## src/rtl/trace_retire_funnel_pkg.sv

```systemverilog
// Shared widths and lane helpers for the retire-trace funnel.
// Lane masks are padded to the largest supported lane count.
package trace_retire_funnel_pkg;

  localparam int MAX_LANES = 4;
  localparam int PRIV_W    = 3;

  typedef logic [MAX_LANES-1:0] lane_mask_t;
  typedef logic [2:0]           lane_cnt_t;

  // Record layout: {gap, iaddr, insn, priv, exception, interrupt, cause, tval}
  function automatic int rec_width(input int iaddr_w, input int insn_w, input int cause_w);
    return 1 + iaddr_w + insn_w + PRIV_W + 2 + cause_w + iaddr_w;
  endfunction

  function automatic lane_cnt_t popcount(input lane_mask_t m);
    lane_cnt_t c;
    c = '0;
    for (int i = 0; i < MAX_LANES; i++) c = c + lane_cnt_t'(m[i]);
    return c;
  endfunction

  // Slot of a lane within the compacted burst: number of valid lanes older than it.
  function automatic lane_cnt_t lane_slot(input lane_mask_t m, input int lane);
    lane_cnt_t c;
    c = '0;
    for (int i = 0; i < MAX_LANES; i++)
      if (i < lane) c = c + lane_cnt_t'(m[i]);
    return c;
  endfunction

endpackage

```

## src/rtl/trace_retire_funnel_rec_ram.sv

```systemverilog
// Record storage for the funnel: one write port per lane, one async read port.
// Storage is intentionally unreset; occupancy is tracked by the pointers.
module trace_rec_ram #(
  parameter int NLANES = 2,
  parameter int DEPTH  = 8,
  parameter int REC_W  = 182,
  localparam int AW    = $clog2(DEPTH)
) (
  input  logic                    clock,
  input  logic [NLANES-1:0]       wr_en,
  input  logic [NLANES*AW-1:0]    wr_addr,
  input  logic [NLANES*REC_W-1:0] wr_data,
  input  logic [AW-1:0]           rd_addr,
  output logic [REC_W-1:0]        rd_data
);

  logic [REC_W-1:0] mem [DEPTH];

  always_ff @(posedge clock) begin
    for (int j = 0; j < NLANES; j++)
      if (wr_en[j]) mem[wr_addr[j*AW +: AW]] <= wr_data[j*REC_W +: REC_W];
  end

  assign rd_data = mem[rd_addr];

endmodule

```

## src/rtl/trace_retire_funnel.sv

```systemverilog
// Compacts valid retire lanes into a FIFO and drains one record per cycle.
// A cycle that does not fit is dropped whole and counted; the core is never stalled.
module trace_retire_funnel
  import trace_retire_funnel_pkg::*;
#(
  parameter int NLANES  = 2,
  parameter int DEPTH   = 8,
  parameter int IADDR_W = 40,
  parameter int INSN_W  = 32,
  parameter int CAUSE_W = 64,
  parameter int CNT_W   = 16,
  localparam int REC_W  = rec_width(IADDR_W, INSN_W, CAUSE_W),
  localparam int AW     = $clog2(DEPTH),
  localparam int PTR_W  = AW + 1
) (
  input  logic                      clock,
  input  logic                      reset,
  input  logic                      en,
  input  logic [NLANES-1:0]         in_valid,
  input  logic [NLANES*IADDR_W-1:0] in_iaddr,
  input  logic [NLANES*INSN_W-1:0]  in_insn,
  input  logic [NLANES*3-1:0]       in_priv,
  input  logic [NLANES-1:0]         in_exception,
  input  logic [NLANES-1:0]         in_interrupt,
  input  logic [NLANES*CAUSE_W-1:0] in_cause,
  input  logic [NLANES*IADDR_W-1:0] in_tval,
  output logic                      out_valid,
  input  logic                      out_ready,
  output logic [REC_W-1:0]          out_rec,
  output logic [PTR_W-1:0]          out_level,
  input  logic                      clear_ovf,
  output logic                      overflow,
  output logic [CNT_W-1:0]          drop_count
);

  function automatic logic [REC_W-1:0] pack_rec(
    input logic               gap,
    input logic [IADDR_W-1:0] iaddr,
    input logic [INSN_W-1:0]  insn,
    input logic [2:0]         priv,
    input logic               exc,
    input logic               intr,
    input logic [CAUSE_W-1:0] cause,
    input logic [IADDR_W-1:0] tval
  );
    return {gap, iaddr, insn, priv, exc, intr, cause, tval};
  endfunction

  function automatic logic [CNT_W-1:0] sat_add(input logic [CNT_W-1:0] a, input lane_cnt_t b);
    logic [CNT_W:0] s;
    s = {1'b0, a} + (CNT_W+1)'(b);
    return s[CNT_W] ? {CNT_W{1'b1}} : s[CNT_W-1:0];
  endfunction

  logic [PTR_W-1:0] head, tail, level, free, k_ext;
  lane_mask_t       vmask;
  lane_cnt_t        k;
  logic             push, drop, pop, gap_pend;

  logic [NLANES-1:0]       wr_en;
  logic [NLANES*AW-1:0]    wr_addr;
  logic [NLANES*REC_W-1:0] wr_data;

  always_comb begin
    vmask             = '0;
    vmask[NLANES-1:0] = in_valid;
    k                 = en ? popcount(vmask) : '0;
  end

  // Pops this cycle are not credited to free space: admission uses start-of-cycle level.
  assign level = tail - head;
  assign free  = PTR_W'(DEPTH) - level;
  assign k_ext = PTR_W'(k);
  assign push  = (k != '0) && (k_ext <= free);
  assign drop  = k_ext > free;
  assign pop   = out_valid && out_ready;

  for (genvar i = 0; i < NLANES; i++) begin : g_lane
    lane_cnt_t slot;
    assign slot                       = lane_slot(vmask, i);
    assign wr_en[i]                   = push && in_valid[i];
    assign wr_addr[i*AW +: AW]        = tail[AW-1:0] + AW'(slot);
    assign wr_data[i*REC_W +: REC_W]  = pack_rec(gap_pend && (slot == '0),
                                                 in_iaddr[i*IADDR_W +: IADDR_W],
                                                 in_insn[i*INSN_W +: INSN_W],
                                                 in_priv[i*3 +: 3],
                                                 in_exception[i],
                                                 in_interrupt[i],
                                                 in_cause[i*CAUSE_W +: CAUSE_W],
                                                 in_tval[i*IADDR_W +: IADDR_W]);
  end

  trace_rec_ram #(
    .NLANES (NLANES),
    .DEPTH  (DEPTH),
    .REC_W  (REC_W)
  ) u_ram (
    .clock   (clock),
    .wr_en   (wr_en),
    .wr_addr (wr_addr),
    .wr_data (wr_data),
    .rd_addr (head[AW-1:0]),
    .rd_data (out_rec)
  );

  always_ff @(posedge clock) begin
    if (!reset) begin
      head       <= '0;
      tail       <= '0;
      overflow   <= 1'b0;
      drop_count <= '0;
      gap_pend   <= 1'b0;
    end else begin
      if (push) begin
        tail     <= tail + k_ext;
        gap_pend <= 1'b0;
      end
      if (pop) head <= head + PTR_W'(1);
      // A drop in the same cycle as clear_ovf restarts the count at this cycle's k.
      if (drop) begin
        overflow   <= 1'b1;
        drop_count <= clear_ovf ? CNT_W'(k) : sat_add(drop_count, k);
        gap_pend   <= 1'b1;
      end else if (clear_ovf) begin
        overflow   <= 1'b0;
        drop_count <= '0;
      end
    end
  end

  assign out_level = level;
  assign out_valid = (level != '0);

endmodule

```

## config.mk

```make
export PLATFORM = sky130hd
export DESIGN_NAME = trace_retire_funnel
export DESIGN_NICKNAME = d
export VERILOG_FILES = /design/src/rtl/trace_retire_funnel_pkg.sv /design/src/rtl/trace_retire_funnel_rec_ram.sv /design/src/rtl/trace_retire_funnel.sv
export SDC_FILE = /design/constraint.sdc
export NUM_CORES = 2
export LEC_CHECK = 0
export CORE_AREA = 2 2 377 379
export CTS_CLUSTER_SIZE = 24
export DETAILED_ROUTE_END_ITERATION = 8
export DIE_AREA = 0 0 379 381
export PLACE_DENSITY_LB_ADDON = 0.2
export SYNTH_ARGS = -nofsm -noshare
export SYNTH_HDL_FRONTEND = slang
export SYNTH_SLANG_ARGS = --single-unit
```

## constraint.sdc

```tcl
create_clock -name clock -period 18.8 [get_ports clock]
set_input_delay 3.76 -clock clock [delete_from_list [all_inputs] [get_ports clock]]
set_output_delay 3.76 -clock clock [all_outputs]
set_load 0.005 [all_outputs]
```

==> out/metrics.yaml <==
run_status:
  outcome: "complete, no violations"
grt:
  antenna_found_initial: 66
  gr-total-overflow: 0
  grt_max_degree: 129
  grt_first_pass_wirelength_mm: 290
  grt.total_usage_pct: 27.4
  grt_pass1_vias: 42700
floorplan:
  dieArea_mm2: 0.144
  num_rows: 138
  die_w_um: 379
  initial_core_util_pct: 53.5
  die_h_um: 381
  core-area_mm2: 0.141
  pin_count: 573
finish:
  drive_above_1_share_pct: 49.6
  regArea_mm2: 0.0443
  syn_to_final_growth_pct: 16.3
  layoutNonFillerInstCount: 6538
  multiInputGateArea_mm2: 0.0293
  finish.utilization_pct: 62.2
  fillers: 10200
  num-nets-final: 4881
timing:
  relSlewSlack_pct: 18.3
  finalCritPeriodShare_pct: 51.0
  rsz0062_at_grt: "false"
  tightest_slew_ps: 1230
  worst_slack_ps: 9210
  final_hold_viol_count: 0
  setup_viol: 0
  maxSlewViolCount: 0
  period_minus_slack_ps: 9590
  max_freq_mhz: 104
  hold-worst-slack_ps: 492
  skew_ps: 39.8
pwr:
  peakVddDrop_mv: 0.0965
  comb_power_share_pct: 29.4
  intPower_w: 0.00724
  p_seq_share_pct: 40.0
  p_sw_share_pct: 27.6
  pwr-share-clk_pct: 30.5
  leakagePower_nw: 29.2
  power.density_mw_per_mm2: 114
  power.switching_w: 0.00276
yosys:
  synthCells: 3960
  yosys_warnings: 0
  synth_top_area_share_pct: 58.1
  synth.top_cells.by_area: "edfxtp_1 (58%), mux2_2 (19%), mux4_2 (11%)"
  yosys.area.top_type: "edfxtp_1"
  syn_avg_cell_area_um2: 19.0
  seq_area_frac_synth_pct: 58.9
  ys.flop_type: "edfxtp_1"
  yosysUniqueCellTypes: 51
  synth_edf_count: 1456
  async_reset_ff_share_pct: 0
  synth-seq-cells: 1485
  synth_nets: 4346
  syn_area_mm2: 0.0752
cts:
  cts-root-buf: "clkbuf_16"
  cts_made_buffers: 161
  clk_path_buf_depth: 3
  cts_resized: 0
  path_clk_slew_ps: 60
  worstSkewPairLatency_ps: 820
  cts_max_level: 4
  cts_tree: "done"
  cts.sinks: 1485
  ctsHoldBuffers: 0
  post_cts_buffers: 0
critical_path:
  cp_max_fo: 49
  cpMaxStageDelayCell: "o21bai_4"
  start_kind: "primary input"
  slowest_delay_ps: 860
  cpMostUsedCell: "buf_4"
  critPathCaptureType: "register"
  path_class: "in2reg"
  crit_chain: "clkdlybuf4s50_1 -> ha_1 -> nand2_1 -> inv_1 -> ha_1 -> nor2b_1 -> o21a_1 -> o221a_1 -> nor2_1 -> buf_4 -> nand4_1 -> o21bai_4 -> buf_4 -> buf_4 -> buf_4"
  crit_required_ps: 19220
  crit_arrival_ps: 10010
placement:
  dp_cells: 6222
  io_buffer_count: 572
  dp_slack_ps: 8450
  place_congestion: 0.793
  dp_hpwl_mm: 105
routing:
  vias: 40700
  viasPerCell: 6.23
  first_pass_iters: 7
  drt.antenna.violating_nets: 0
  drc: 0
  wirelength_mm: 198
  initialDrtViolationCount: 3665
  wire_per_inst_um: 30.3
job:
  max_cap_viol_count: 0
min_path:
  hold_class: "reg2reg"
-- stage by stage --
step	power (W)	cell area [µm²]	TNS (ps)
after floorplan	0.00589	75200	-186090
after global placement	0.00702	82400	0
after detailed placement	0.00703	82400	0
after CTS	0.0101	87400	0
after global routing	0.0104	87500	0
final	0.0100	87500	0
-- final cells by class --
| type | count | share of cell area (%) |
|---|---|---|
| clock inverter | 82 | 0.862 |
| antenna | 27 | 0.0772 |
| clock buffer | 207 | 4.85 |
| inverter | 17 | 0.0729 |
| multi-input combinational | 2186 | 33.5 |
| sequential | 1485 | 50.7 |
| tap | 1890 | 2.70 |
| timing repair buffer | 644 | 7.28 |
-- metal layers --
layer	GRT usage (%)	share of wire, %	up-vias
li1	-	-	17400
met1	36.9	41	21600
met2	43.8	48	1356
met3	7.18	7.8	330
met4	8.11	2.3	84
met5	0	0.26	-
-- critical path: cells and delay by family --
kind / cells / cell delay, ps
compound gates: 3 / 1170
fa+ha+maj: 2 / 590
buf+inv: 6 / 3270
simple gates: 4 / 1100
-- cells in the mapped netlist, drive strengths merged (3+ instances only) --
library cell / n
nor2: 15
o21bai: 4
nand2: 27
dfxtp: 29
nor3: 11
mux2: 1630
nand3: 9
or3: 3
nand4: 7
o21ai: 9
a31oi: 3
fa: 3
o21a: 10
a21oi: 17
xor2: 4
buf: 187
edfxtp: 1456
a311oi: 4
o211ai: 4
inv: 17
ha: 14
clkbuf: 85
nor4: 4
and3: 5
a211oi: 7
nand2b: 4
a21boi: 3
mux4: 364
-- cells by family (layout without fill, tap and decap cells) --
| family | count (synthesis) | after routing | share of synthesized area [%] |
|---|---|---|---|
| xor+xnor | 6 | 6 | 0.0699 |
| buf+inv | 289 | 950 | 2.27 |
| simple gates | 99 | 99 | 0.700 |
| flops | 1485 | 1485 | 58.9 |
| other cells | 0 | 27 | 0 |
| mux | 1996 | 1996 | 37.1 |
| fa+ha+maj | 17 | 17 | 0.313 |
| compound gates | 68 | 68 | 0.609 |
-- worst paths after layout --
check | from | endpoint | slack (ps) | cells after the start
setup / recovery | in_valid[0] | u_ram.mem[0][38] | 9210 | 15
hold / removal | tail[3] | tail[3] | 490 | 2
setup reg to reg | tail[1] | u_ram.mem[0][38] | 11720 | 15
hold reg to reg | tail[3] | tail[3] | 490 | 2
-- placed cells by master, fill, tap and decap left out, types with 9 or more instances in the layout --
master | Yosys | routed
nand2_1 | 27 | 27
dfxtp_1 | 29 | 26
nand3_1 | 9 | 9
ha_1 | 14 | 14
inv_1 | 17 | 17
clkdlybuf4s50_1 | 0 | 572
o21a_1 | 10 | 10
a21oi_1 | 17 | 17
clkbuf_1 | 85 | 43
edfxtp_1 | 1456 | 1456
clkinv_2 | 0 | 21
nor2_1 | 15 | 15
diode_2 | 0 | 27
clkinv_1 | 0 | 36
mux2_4 | 358 | 358
clkbuf_16 | 0 | 162
buf_4 | 44 | 64
mux4_2 | 364 | 364
mux2_2 | 1272 | 1272
-- power by group through the flow --
stage | logic (W) | clock network [W] | registers (W)
after global placement | 0.00295 | 0 | 0.00407
after CTS | 0.00297 | 0.00309 | 0.00401
after detailed placement | 0.00295 | 0 | 0.00408
final | 0.00294 | 0.00305 | 0.00400
after floorplan | 0.00179 | 0 | 0.00410
after global routing | 0.00312 | 0.00321 | 0.00402
-- state kept, by name, summed over array words and instances, names as in the netlist, named ones only --
| name | cells |
|---|---|
| drop_count | 16 |
| gap_pend | 1 |
| head | 4 |
| overflow | 1 |
| tail | 4 |
| u_ram.mem | 1456 |
No activity file was read; power rests on OpenSTA's default activity.
